===== config.mk =====
export PLATFORM = sky130hd
export DESIGN_NAME = msk_rx_deframer
export DESIGN_NICKNAME = d
export VERILOG_FILES = /design/src/rtl/msk_rx_deframer.sv
export SDC_FILE = /design/constraint.sdc
export NUM_CORES = 1
export LEC_CHECK = 0
export ABC_AREA = 1
export CAP_MARGIN = 20
export CORE_AREA = 2 2 94 96
export DETAILED_ROUTE_END_ITERATION = 7
export DIE_AREA = 0 0 96 98
export PLACE_DENSITY = 0.77
export REMOVE_ABC_BUFFERS = 1
export SYNTH_ARGS = -nofsm -noshare
export SYNTH_HDL_FRONTEND = slang
export SYNTH_SLANG_ARGS = --single-unit

===== constraint.sdc =====
create_clock -name clk -period 16.35 [get_ports clk]
set_clock_uncertainty 0.1 [all_clocks]
set_input_delay 3.27 -clock clk [delete_from_list [all_inputs] [get_ports clk]]
set_output_delay 3.27 -clock clk [all_outputs]
set_load 0.005 [all_outputs]

===== src/rtl/msk_rx_deframer.sv =====
// MSK receive deframer: hunts for SYNC_WORD in the demodulated bit stream, then packs
// FRAME_BYTES payload bytes onto a byte stream. Define MSK_DEFRAMER_INV_EN to also lock on ~SYNC_WORD.
module msk_rx_deframer #(
    parameter logic [31:0] SYNC_WORD   = 32'h1ACF_FC1D,
    parameter int          MAX_ERR     = 0,
    parameter int          FRAME_BYTES = 16
) (
    input  logic        clk,
    input  logic        reset,
    input  logic        bit_in,
    input  logic        bit_valid,
    output logic [7:0]  m_tdata,
    output logic        m_tvalid,
    input  logic        m_tready,
    output logic        m_tlast,
    output logic        locked,
    output logic        inverted,
    output logic        overflow,
    output logic [15:0] frame_cnt
);

    typedef enum logic {
        HUNT    = 1'b0,
        COLLECT = 1'b1
    } state_t;

    localparam logic [5:0] MAX_ERR_W = 6'(MAX_ERR);
    localparam logic [7:0] LAST_IDX  = 8'(FRAME_BYTES - 1);

    state_t      state_q, state_d;
    // Only the 31 most recent bits are stored; the incoming bit completes the 32-bit window.
    logic [30:0] sync_q, sync_d;
    logic [31:0] sync_shift;
    logic [2:0]  bit_cnt_q, bit_cnt_d;
    logic [7:0]  byte_cnt_q, byte_cnt_d;
    logic [6:0]  byte_q, byte_d;
    logic [7:0]  new_byte;
    logic [7:0]  tdata_q, tdata_d;
    logic        tvalid_q, tvalid_d;
    logic        tlast_q, tlast_d;
    logic        ovf_q, ovf_d;
    logic [15:0] fcnt_q, fcnt_d;
    logic        match_true;
    logic        match_inv;
    logic        inv_q;
    logic        payload_bit;

    function automatic logic [5:0] hamming(input logic [31:0] a, input logic [31:0] b);
        logic [5:0] n;
        n = '0;
        for (int i = 0; i < 32; i++) begin
            n = n + {5'd0, a[i] ^ b[i]};
        end
        return n;
    endfunction

    assign sync_shift = {sync_q, bit_in};
    assign match_true = (hamming(sync_shift, SYNC_WORD) <= MAX_ERR_W);

`ifdef MSK_DEFRAMER_INV_EN
    assign match_inv   = (hamming(sync_shift, ~SYNC_WORD) <= MAX_ERR_W);
    assign payload_bit = bit_in ^ inv_q;

    // Polarity is decided at lock time and held until the next lock; a true match wins.
    always_ff @(posedge clk) begin
        if (reset) begin
            inv_q <= 1'b0;
        end else if (bit_valid && (state_q == HUNT) && (match_true || match_inv)) begin
            inv_q <= !match_true;
        end
    end
`else
    assign match_inv   = 1'b0;
    assign payload_bit = bit_in;
    assign inv_q       = 1'b0;
`endif

    assign new_byte = {byte_q, payload_bit};

    // Output handshake: a byte transfers on any rising edge where m_tvalid && m_tready;
    // m_tdata/m_tlast are stable while m_tvalid is high and not yet accepted.
    always_comb begin
        state_d    = state_q;
        sync_d     = sync_q;
        bit_cnt_d  = bit_cnt_q;
        byte_cnt_d = byte_cnt_q;
        byte_d     = byte_q;
        tdata_d    = tdata_q;
        tvalid_d   = tvalid_q;
        tlast_d    = tlast_q;
        ovf_d      = 1'b0;
        fcnt_d     = fcnt_q;

        if (tvalid_q && m_tready) begin
            tvalid_d = 1'b0;
        end

        if (bit_valid) begin
            sync_d = sync_shift[30:0];
            case (state_q)
                HUNT: begin
                    if (match_true || match_inv) begin
                        state_d    = COLLECT;
                        fcnt_d     = fcnt_q + 16'd1;
                        bit_cnt_d  = '0;
                        byte_cnt_d = '0;
                        byte_d     = '0;
                    end
                end
                COLLECT: begin
                    byte_d    = new_byte[6:0];
                    bit_cnt_d = bit_cnt_q + 3'd1;
                    if (bit_cnt_q == 3'd7) begin
                        byte_cnt_d = byte_cnt_q + 8'd1;
                        if (tvalid_q && !m_tready) begin
                            ovf_d = 1'b1;
                        end else begin
                            tdata_d  = new_byte;
                            tvalid_d = 1'b1;
                            tlast_d  = (byte_cnt_q == LAST_IDX);
                        end
                        if (byte_cnt_q == LAST_IDX) begin
                            state_d    = HUNT;
                            sync_d     = '0;
                            byte_cnt_d = '0;
                        end
                    end
                end
                default: state_d = HUNT;
            endcase
        end
    end

    always_ff @(posedge clk) begin
        if (reset) begin
            state_q    <= HUNT;
            sync_q     <= '0;
            bit_cnt_q  <= '0;
            byte_cnt_q <= '0;
            byte_q     <= '0;
            tdata_q    <= '0;
            tvalid_q   <= 1'b0;
            tlast_q    <= 1'b0;
            ovf_q      <= 1'b0;
            fcnt_q     <= '0;
        end else begin
            state_q    <= state_d;
            sync_q     <= sync_d;
            bit_cnt_q  <= bit_cnt_d;
            byte_cnt_q <= byte_cnt_d;
            byte_q     <= byte_d;
            tdata_q    <= tdata_d;
            tvalid_q   <= tvalid_d;
            tlast_q    <= tlast_d;
            ovf_q      <= ovf_d;
            fcnt_q     <= fcnt_d;
        end
    end

    assign m_tdata   = tdata_q;
    assign m_tvalid  = tvalid_q;
    assign m_tlast   = tlast_q;
    assign locked    = (state_q == COLLECT);
    assign inverted  = inv_q;
    assign overflow  = ovf_q;
    assign frame_cnt = fcnt_q;

endmodule


Word level (Yosys, flattened, before mapping)
Index checks and enable logic that the tools add are counted.
{"block": "word_totals", "mem_bits_rw": 0, "out_inout_bits": 29, "romBits": 0, "word_cells": 101, "latch_bits": 0, "inputBits": 5, "mem_count": 0, "regBits": 77}
{"block": "classes", "reduce_logical": 8, "multipliers": 0, "n_mux": 21, "add_sub_neg": 34, "n_div": 0, "bitwise": 23, "n_eq_ne": 4, "order_cmp": 1, "shift": 0}
{"operator": "$add A6 B1 Y6", "count": 26}
{"operator": "$mux W31", "count": 3}
{"operator": "$mux W8", "count": 3}
{"operator": "$not A1 Y1", "count": 23}
{"operator": "$add A16 B1 Y16 const B", "count": 1}
{"operator": "$pmux W8 S2", "count": 1}
{"operator": "$pmux W7 S2", "count": 1}
{"operator": "$mux W1", "count": 9}
{"operator": "$add A8 B1 Y8 const B", "count": 1}
{"operator": "$eq A8 B4 Y1 const B", "count": 1}
{"operator": "$mux W7", "count": 1}
{"operator": "$add A5 B1 Y6", "count": 1}
{"operator": "$le A6 B1 Y1 const B", "count": 1}
{"operator": "$pmux W3 S2", "count": 1}
{"operator": "$reduce_and A3 Y1", "count": 2}
{"operator": "$add A4 B1 Y5", "count": 1}
{"operator": "$add A3 B1 Y4", "count": 1}
{"operator": "$reduce_and A4 Y1", "count": 1}
{"operator": "$reduce_or A4 Y1", "count": 1}
{"operator": "$add A2 B1 Y3", "count": 1}
{"operator": "$add A3 B1 Y3 const B", "count": 1}
{"operator": "$eq A3 B3 Y1 const B", "count": 1}
{"operator": "$mux W3", "count": 1}
{"operator": "$add A1 B1 Y2", "count": 1}
{"operator": "6 further kinds", "count": 7}

Depth between registers and ports, before layout
Gate-level depths: netlist of run 1.
{"block": "logic_depth", "depth_word": 35, "ltp_mapped": 23, "ltp_nobuf": 23}

Worst setup path after synthesis of run 1
Ideal clock, no wire load.
{"block": "synth_path", "kind": "input to register", "start": "input bit_in", "end": "register fcnt_q[11] (netlist: frame_cnt[11])", "setup_time_ns": 0.128, "setup_slack_ns": 8.277, "required_ns": 16.122, "t_arrival_ns": 7.846, "path_stages": 22, "n_path_buf": 1, "path_cell_list": "fa_1 > inv_1 > fa_1 > inv_1 > fa_1 > inv_1 > fa_1 > fa_1 > inv_1 > fa_1 > inv_1 > ha_1 > fa_1 > nor2_1 > nand2_1 > nor2_1 > nand3_1 > nor2_1 > buf_2 > nand3_1 > o21ai_0 > nor2_1"}
{"block": "synth_between", "elab_chain_len": 34}
{"item": "from (decl)", "line": "10", "text": "input logic bit_in,"}
{"item": "$not A1 Y1 (no source line)"}
{"item": "$add A1 B1 Y2", "line": "52", "text": "n = n + {5'd0, a[i] ^ b[i]};"}
{"item": "$add A2 B1 Y3", "line": "52"}
{"item": "$add A3 B1 Y4", "line": "52"}
{"item": "$add A4 B1 Y5", "line": "52"}
{"item": "$add A5 B1 Y6", "line": "52"}
{"item": "$add A6 B1 Y6 (26 in a row)", "line": "52"}
{"item": "$le A6 B1 Y1", "line": "58", "text": "assign match_true = (hamming(sync_shift, SYNC_WORD) <= MAX_ERR_W);"}
{"item": "$reduce_and A3 Y1 (no source line)"}
{"item": "to (signal assigned)", "line": "156", "text": "fcnt_q <= fcnt_d;"}
{"item": "to (decl)", "line": "42", "text": "logic [15:0] fcnt_q, fcnt_d;"}
No other way between the ends.
A chain may end at the register's enable or synchronous reset.

Final worst setup path of run 1
{"block": "layout_path", "start": "input bit_in", "end": "register fcnt_q[3] (netlist: frame_cnt[3])"}
Same word-level chain as after synthesis.

==> results of run 1 <==
[sequential cells by signal, indices dropped and copies added (netlist names)]
signal and flops:
m_tdata 8, sync_q 31, m_tvalid 1, bit_cnt_q 3, m_tlast 1, frame_cnt 16, byte_q 7, byte_cnt_q 8
overflow 1, locked 1
[cell usage in the layout (no fill, tap or decap), types with 2 or more instances in the layout]
cell and instances:
a21oi_1 53, clkbuf_8 10, clkdlybuf4s50_1 31, clkinvlp_4 2, dfxtp_1 77, fa_1 24, ha_1 11, inv_1 85
inv_2 2, nand2_1 107, nand3_1 30, nand3b_1 2, nand4_1 3, nor2_1 68, nor2_4 2, nor3_1 3
o21ai_0 52
[final timing paths]
path	to	start	depth (start not counted)	slack, ns
hold / removal	bit_cnt_q[1]	bit_cnt_q[1]	2	0.38
setup reg to reg	frame_cnt[3]	sync_q[15]	21	10.55
hold reg to reg	bit_cnt_q[1]	bit_cnt_q[1]	2	0.38
setup / recovery	frame_cnt[3]	bit_in	22	7.49
[worst max-delay path: cells and delay by family]
kind | cells | cell delay, ns
buffers and inverters | 6 | 0.74
adders and majority gates | 8 | 3.63
AOI/OAI and AO/OA | 1 | 0.21
and+or+nand+nor | 7 | 1.17
[logic make-up after synthesis]
family	synth area share [%]
adders and majority gates	15.2
and+or+nand+nor	22.8
xor gates and xnor gates	0.215
other	0.0920
AOI/OAI and AO/OA	13.2
DFF	37.8
buffers and inverters	10.7
[Yosys cell counts (all sizes together)]
| library cell | count |
|---|---|
| a21oi | 53 |
| buf | 12 |
| clkbuf | 11 |
| conb | 1 |
| dfxtp | 77 |
| fa | 24 |
| ha | 11 |
| inv | 87 |
| nand2 | 109 |
| nand3 | 32 |
| nand3b | 2 |
| nand4 | 3 |
| nor2 | 71 |
| nor3 | 3 |
| o21ai | 53 |
| o22ai | 1 |
| xnor2 | 1 |
[where the power goes]
| part | total, mW | internal [mW] | switching, mW | leakage, nW |
|---|---|---|---|---|
| Sequential | 0.205 | 0.196 | 0.00945 | 0.627 |
| Clock | 0.146 | 0.0750 | 0.0710 | 0.0959 |
| Combinational | 0.253 | 0.0919 | 0.161 | 1.20 |
| Total | 0.604 | 0.363 | 0.241 | 1.93 |
[final cells by class]
cell class                 instances  area, sq um  area share (%)
multi-input combinational        364         2100            45.1
sequential                        77         1540            33.1
timing repair buffer              34          350            7.53
inverter                          87          327            7.02
clock buffer                      11          141            3.04
tap                              108          135            2.91
clock inverter                     5         58.8            1.26
[per-layer routing]
layer  track usage, %  part of all wire (%)  routed length, um
met5                0                     0                  0
met4             6.37                   1.5                126
met3             4.17                   3.9                321
met2             32.4                    49               4030
met1             23.9                    46               3750
[stage by stage]
step / instance area (sq um) / worst slack, ns / instances / utilization, %
2_1_floorplan: 3970 / 8.10 / 528 / -
3_3_place_gp: 4420 / 7.26 / 669 / 52.2
3_5_place_dp: 4420 / 7.09 / 669 / 52.2
4_1_cts: 4620 / 7.48 / 685 / 54.6
5_1_grt: 4650 / 7.10 / 686 / 54.9
6_report: 4650 / 7.49 / 686 / 54.9
==> run metrics, run 1 <==
run status finished clean; Highest Clock Rate 113 MHz; Synth top area share 37.8%; setup TNS 0 ns; layout cell share with drive strength beyond 1 4.67%; crit-path max cell delay 0.61 ns; Crit-path slowest cell nor2_1; crit path time final 8.86 ns; DP HPWL 5770 um; number of global-route vias before repair 3475; Inserted Clock Buffers 9; site row count 34; DR iter-0 viols 172; clock buffer depth 2; CP Class input port to register; CP required 16.50 ns; crit path capture type register; Cells after Synth 551; initial antenna violation count 0; core area 8470 sq um; TritonCTS Sinks 77; # IOs 34; Antenna Violating Nets Remaining 0; crit path launch type input port; Starting Density 48.2%; antenna cells 0; Routed WL per cell 12.0 um; DRT Pass-1 Iters 4; YS warnings 0; relative slew slack 40.0%; Final Cycle Share 54.2%; final setup violation count 0; Power per Cell Area 130 nW/um^2; FILL cells 761; DRC violations left 0; endpoints failing hold 0; first-pass GRT wire length 14700 um; nets 613; insertion delay to the later sink of the worst-skew pair 0.35 ns; Fin Hold WS 0.378 ns; Slew Viols, Final 0; postcts setup bufs 0; MaxCap Viol Count 0; crit path DAT 9.01 ns; Yosys cell types 29; vias per inst 5.06; syn_area_per_cell 7.40 sq um; Port Buffers 32; Die W 96 um; Syn Std Cell Area 4080 sq um; largest net degree at the start of global routing 66; die height 98 um; crit-path most repeated cell fa_1; sequential share of the synthesized area 37.8%; Area growth syn-to-layout 14.1%; Hold Path Class register to register; register bit total from synthesis 77; Tot GR Track Use 19.1%; total power 0.604 mW; final weighted congestion in routability-driven placement 0.924; CTS tree yes; H-tree depth 3; Remaining Overflow, GRT 0; crit path cell chain clkdlybuf4s50_1 > fa_1 > inv_1 > fa_1 > inv_1 > fa_1 > inv_1 > fa_1 > fa_1 > inv_1 > fa_1 > inv_1 > ha_1 > fa_1 > nor2_1 > nand2_1 > nor2_1 > nand3_1 > nor2_1 > nand2_1 > o21ai_0 > nor2_1; RSZ-0062 raised after global routing no; Hold Buf Count CTS 0; via count 3473; Synth area leaders dfxtp_1 38%, fa_1 12%, nand2_1 9.9%; Slew @ Worst Pin 0.899 ns; peak supply drop 0.0000541 V; die footprint 9410 sq um; critical-path maximum fanout 13; Clk pin slew, worst setup/hold paths 0.09 ns; leak pwr 1.93 nW; Root Driver clkbuf_8; leading area contributor after synthesis dfxtp_1; Routed WL 8220 um; post-CTS resize count 0
No activity file was read; power rests on OpenSTA's default activity.
==> run 2, diff against run 1 <==
Clock period 16.35 ns to 8.3 ns, I/O delays scaled along.
==> run metrics, run 2 (synthesis results as in run 1) <==
DRT Pass-1 Iters 4 (unchanged); run status finished clean (unchanged); Inserted Clock Buffers 9 (unchanged); nets 614 (was 613); insertion delay to the later sink of the worst-skew pair 0.36 ns (was 0.35 ns); MaxCap Viol Count 0 (unchanged); Clk pin slew, worst setup/hold paths 0.08 ns (was 0.09 ns); Starting Density 48.2% (unchanged); FILL cells 780 (was 761); crit path capture frame_cnt[3] (unchanged); Die W 96 um (unchanged); Slew @ Worst Pin 0.895 ns (was 0.899 ns); Antenna Violating Nets Remaining 0 (unchanged); layout cell share with drive strength beyond 1 4.66% (was 4.67%); Hold Startpoint bit_cnt_q[0] (was bit_cnt_q[1]); Highest Clock Rate 137 MHz; Root Driver clkbuf_8 (unchanged); Hold Buf Count CTS 0 (unchanged); Sw Ratio 39.5% (was 39.9%); TritonCTS Sinks 77 (unchanged); largest net degree at the start of global routing 66 (unchanged); Final Cycle Share 87.7%; die height 98 um (unchanged); CP required 8.46 ns (was 16.50 ns); final weighted congestion in routability-driven placement 0.826 (was 0.924); Comb pwr share 41.9% (was 41.8%); H-tree depth 3 (unchanged); crit path capture type register (unchanged); DR iter-0 viols 135 (was 172); clock buffer depth 2 (unchanged); most frequent cells in the layout 107 x nand2_1, 85 x inv_1, 77 x dfxtp_1 (unchanged); final setup violation count 0 (unchanged); Power per Cell Area 258 nW/um^2 (was 130 nW/um^2); Largest register FFs 31 (unchanged); internal cell power 0.727 mW (was 0.363 mW); peak supply drop 0.000116 V (was 0.0000541 V); largest reg by FF count sync_q (unchanged); Crit Reg-Reg Startpoint sync_q[9] (was sync_q[15]); Port Buffers 32 (unchanged); site row count 34 (unchanged); vias per inst 4.99 (was 5.06); endpoints failing hold 0 (unchanged); Slew Viols, Final 0 (unchanged); first-pass GRT wire length 14800 um (was 14700 um); crit path from bit_in (unchanged); FF-to-FF End frame_cnt[3] (unchanged); crit path time final 7.28 ns; Hold Path Stages 1 (was 2); # IOs 34 (unchanged); Remaining Overflow, GRT 0 (unchanged); via count 3430 (was 3473); setup TNS 0 ns (unchanged); crit path launch type input port (unchanged); antenna cells 0 (unchanged); relative slew slack 40.3% (was 40.0%); post-CTS resize count 0 (unchanged); initial antenna violation count 0 (unchanged); DP HPWL 5840 um (was 5770 um); CP Class input port to register (unchanged); crit path DAT 7.44 ns (was 9.01 ns); postcts setup bufs 0 (unchanged); Routed WL 8420 um (was 8220 um); pre-CTS WS 0.642 ns (was 7.09 ns); Tot GR Track Use 19.4% (was 19.1%); leak pwr 1.94 nW (was 1.93 nW); Reg2Reg Depth 21 (unchanged); Worst R2R Setup Slack 2.45 ns (was 10.55 ns); Routed WL per cell 12.3 um (was 12.0 um); Hold Path Class register to register (unchanged); critical-path maximum fanout 13 (unchanged); CTS tree yes (unchanged); core area 8470 sq um (unchanged); Sw Pwr 0.475 mW (was 0.241 mW); most common cell after layout, fill and taps aside nand2_1 (unchanged); worst setup margin 1.02 ns (was 7.49 ns); Area growth syn-to-layout 14.3% (was 14.1%); DRC violations left 0 (unchanged); die footprint 9410 sq um (unchanged); number of global-route vias before repair 3358 (was 3475); Sequential Power Share 33.7% (was 34.0%); clock share of power 24.4% (was 24.2%); RSZ-0062 raised after global routing no (unchanged)
## run 2: cell count changes in the layout (fill, tap and decap cells not counted), sizes merged
cell and change:
inv -1, clkbuf +2, buf +1, clkinv +1
clkinvlp -2
## run 2: per-layer routing
metal	vias to the layer above	global-route usage, %	wire (um)
li1	1761	-	-
met2	57	31.4	4080
met4	0	5.49	76
met1	1603	25.8	3960
met3	9	4.63	304
met5	-	0	0
## run 2: final cells by class
cell class | count | area [sq um] | area share, %
multi-input combinational | 364 | 2100 | 45.0
sequential | 77 | 1540 | 33.1
timing repair buffer | 35 | 358 | 7.68
inverter | 87 | 327 | 7.01
clock buffer | 13 | 159 | 3.41
tap | 108 | 135 | 2.90
clock inverter | 3 | 43.8 | 0.940
## run 2: power groups by stage
stage               sequential [mW]  combinational, mW  clock (mW)
global placement              0.412              0.473           0
finish                        0.404              0.504       0.293
global route                  0.407              0.601       0.313
CTS                           0.404              0.507       0.299
detailed placement            0.413              0.507           0
floorplan                     0.408              0.384           0
## run 2: per-stage QoR
stage | cell area (sq um) | power (mW) | util, % | instances | hold WS (ns)
5_1_grt | 4660 | 1.32 | 55.1 | 687 | 0.398
4_1_cts | 4660 | 1.21 | 55.1 | 687 | 0.372
2_1_floorplan | 3970 | 0.793 | - | 528 | 0.335
3_3_place_gp | 4430 | 0.886 | 52.3 | 670 | 0.357
3_5_place_dp | 4460 | 0.919 | 52.7 | 671 | 0.360
6_report | 4660 | 1.20 | 55.1 | 687 | 0.373
## run 2: worst min-delay path by stage
| stage | endpoint | slack (ns) |
|---|---|---|
| floorplan | byte_q[6] | 0.34 |
| global placement | bit_cnt_q[1] | 0.36 |
| detailed placement | bit_cnt_q[0] | 0.36 |
| CTS | bit_cnt_q[0] | 0.37 |
| global route | sync_q[16] | 0.40 |
| finish | bit_cnt_q[0] | 0.37 |
## run 2: worst max-delay path, stage by stage
cell,delay (ns)
clkdlybuf4s50_1,0.50
fa_1,0.57
inv_1,0.05
fa_1,0.47
inv_1,0.05
fa_1,0.47
inv_1,0.06
fa_1,0.47
fa_1,0.53
inv_1,0.05
fa_1,0.47
inv_1,0.04
ha_1,0.20
fa_1,0.48
nor2_1,0.12
nand2_1,0.06
nor2_1,0.12
nand3_1,0.08
nor2_1,0.61
nand2_1,0.15
o21ai_0,0.19
nor2_1,0.05
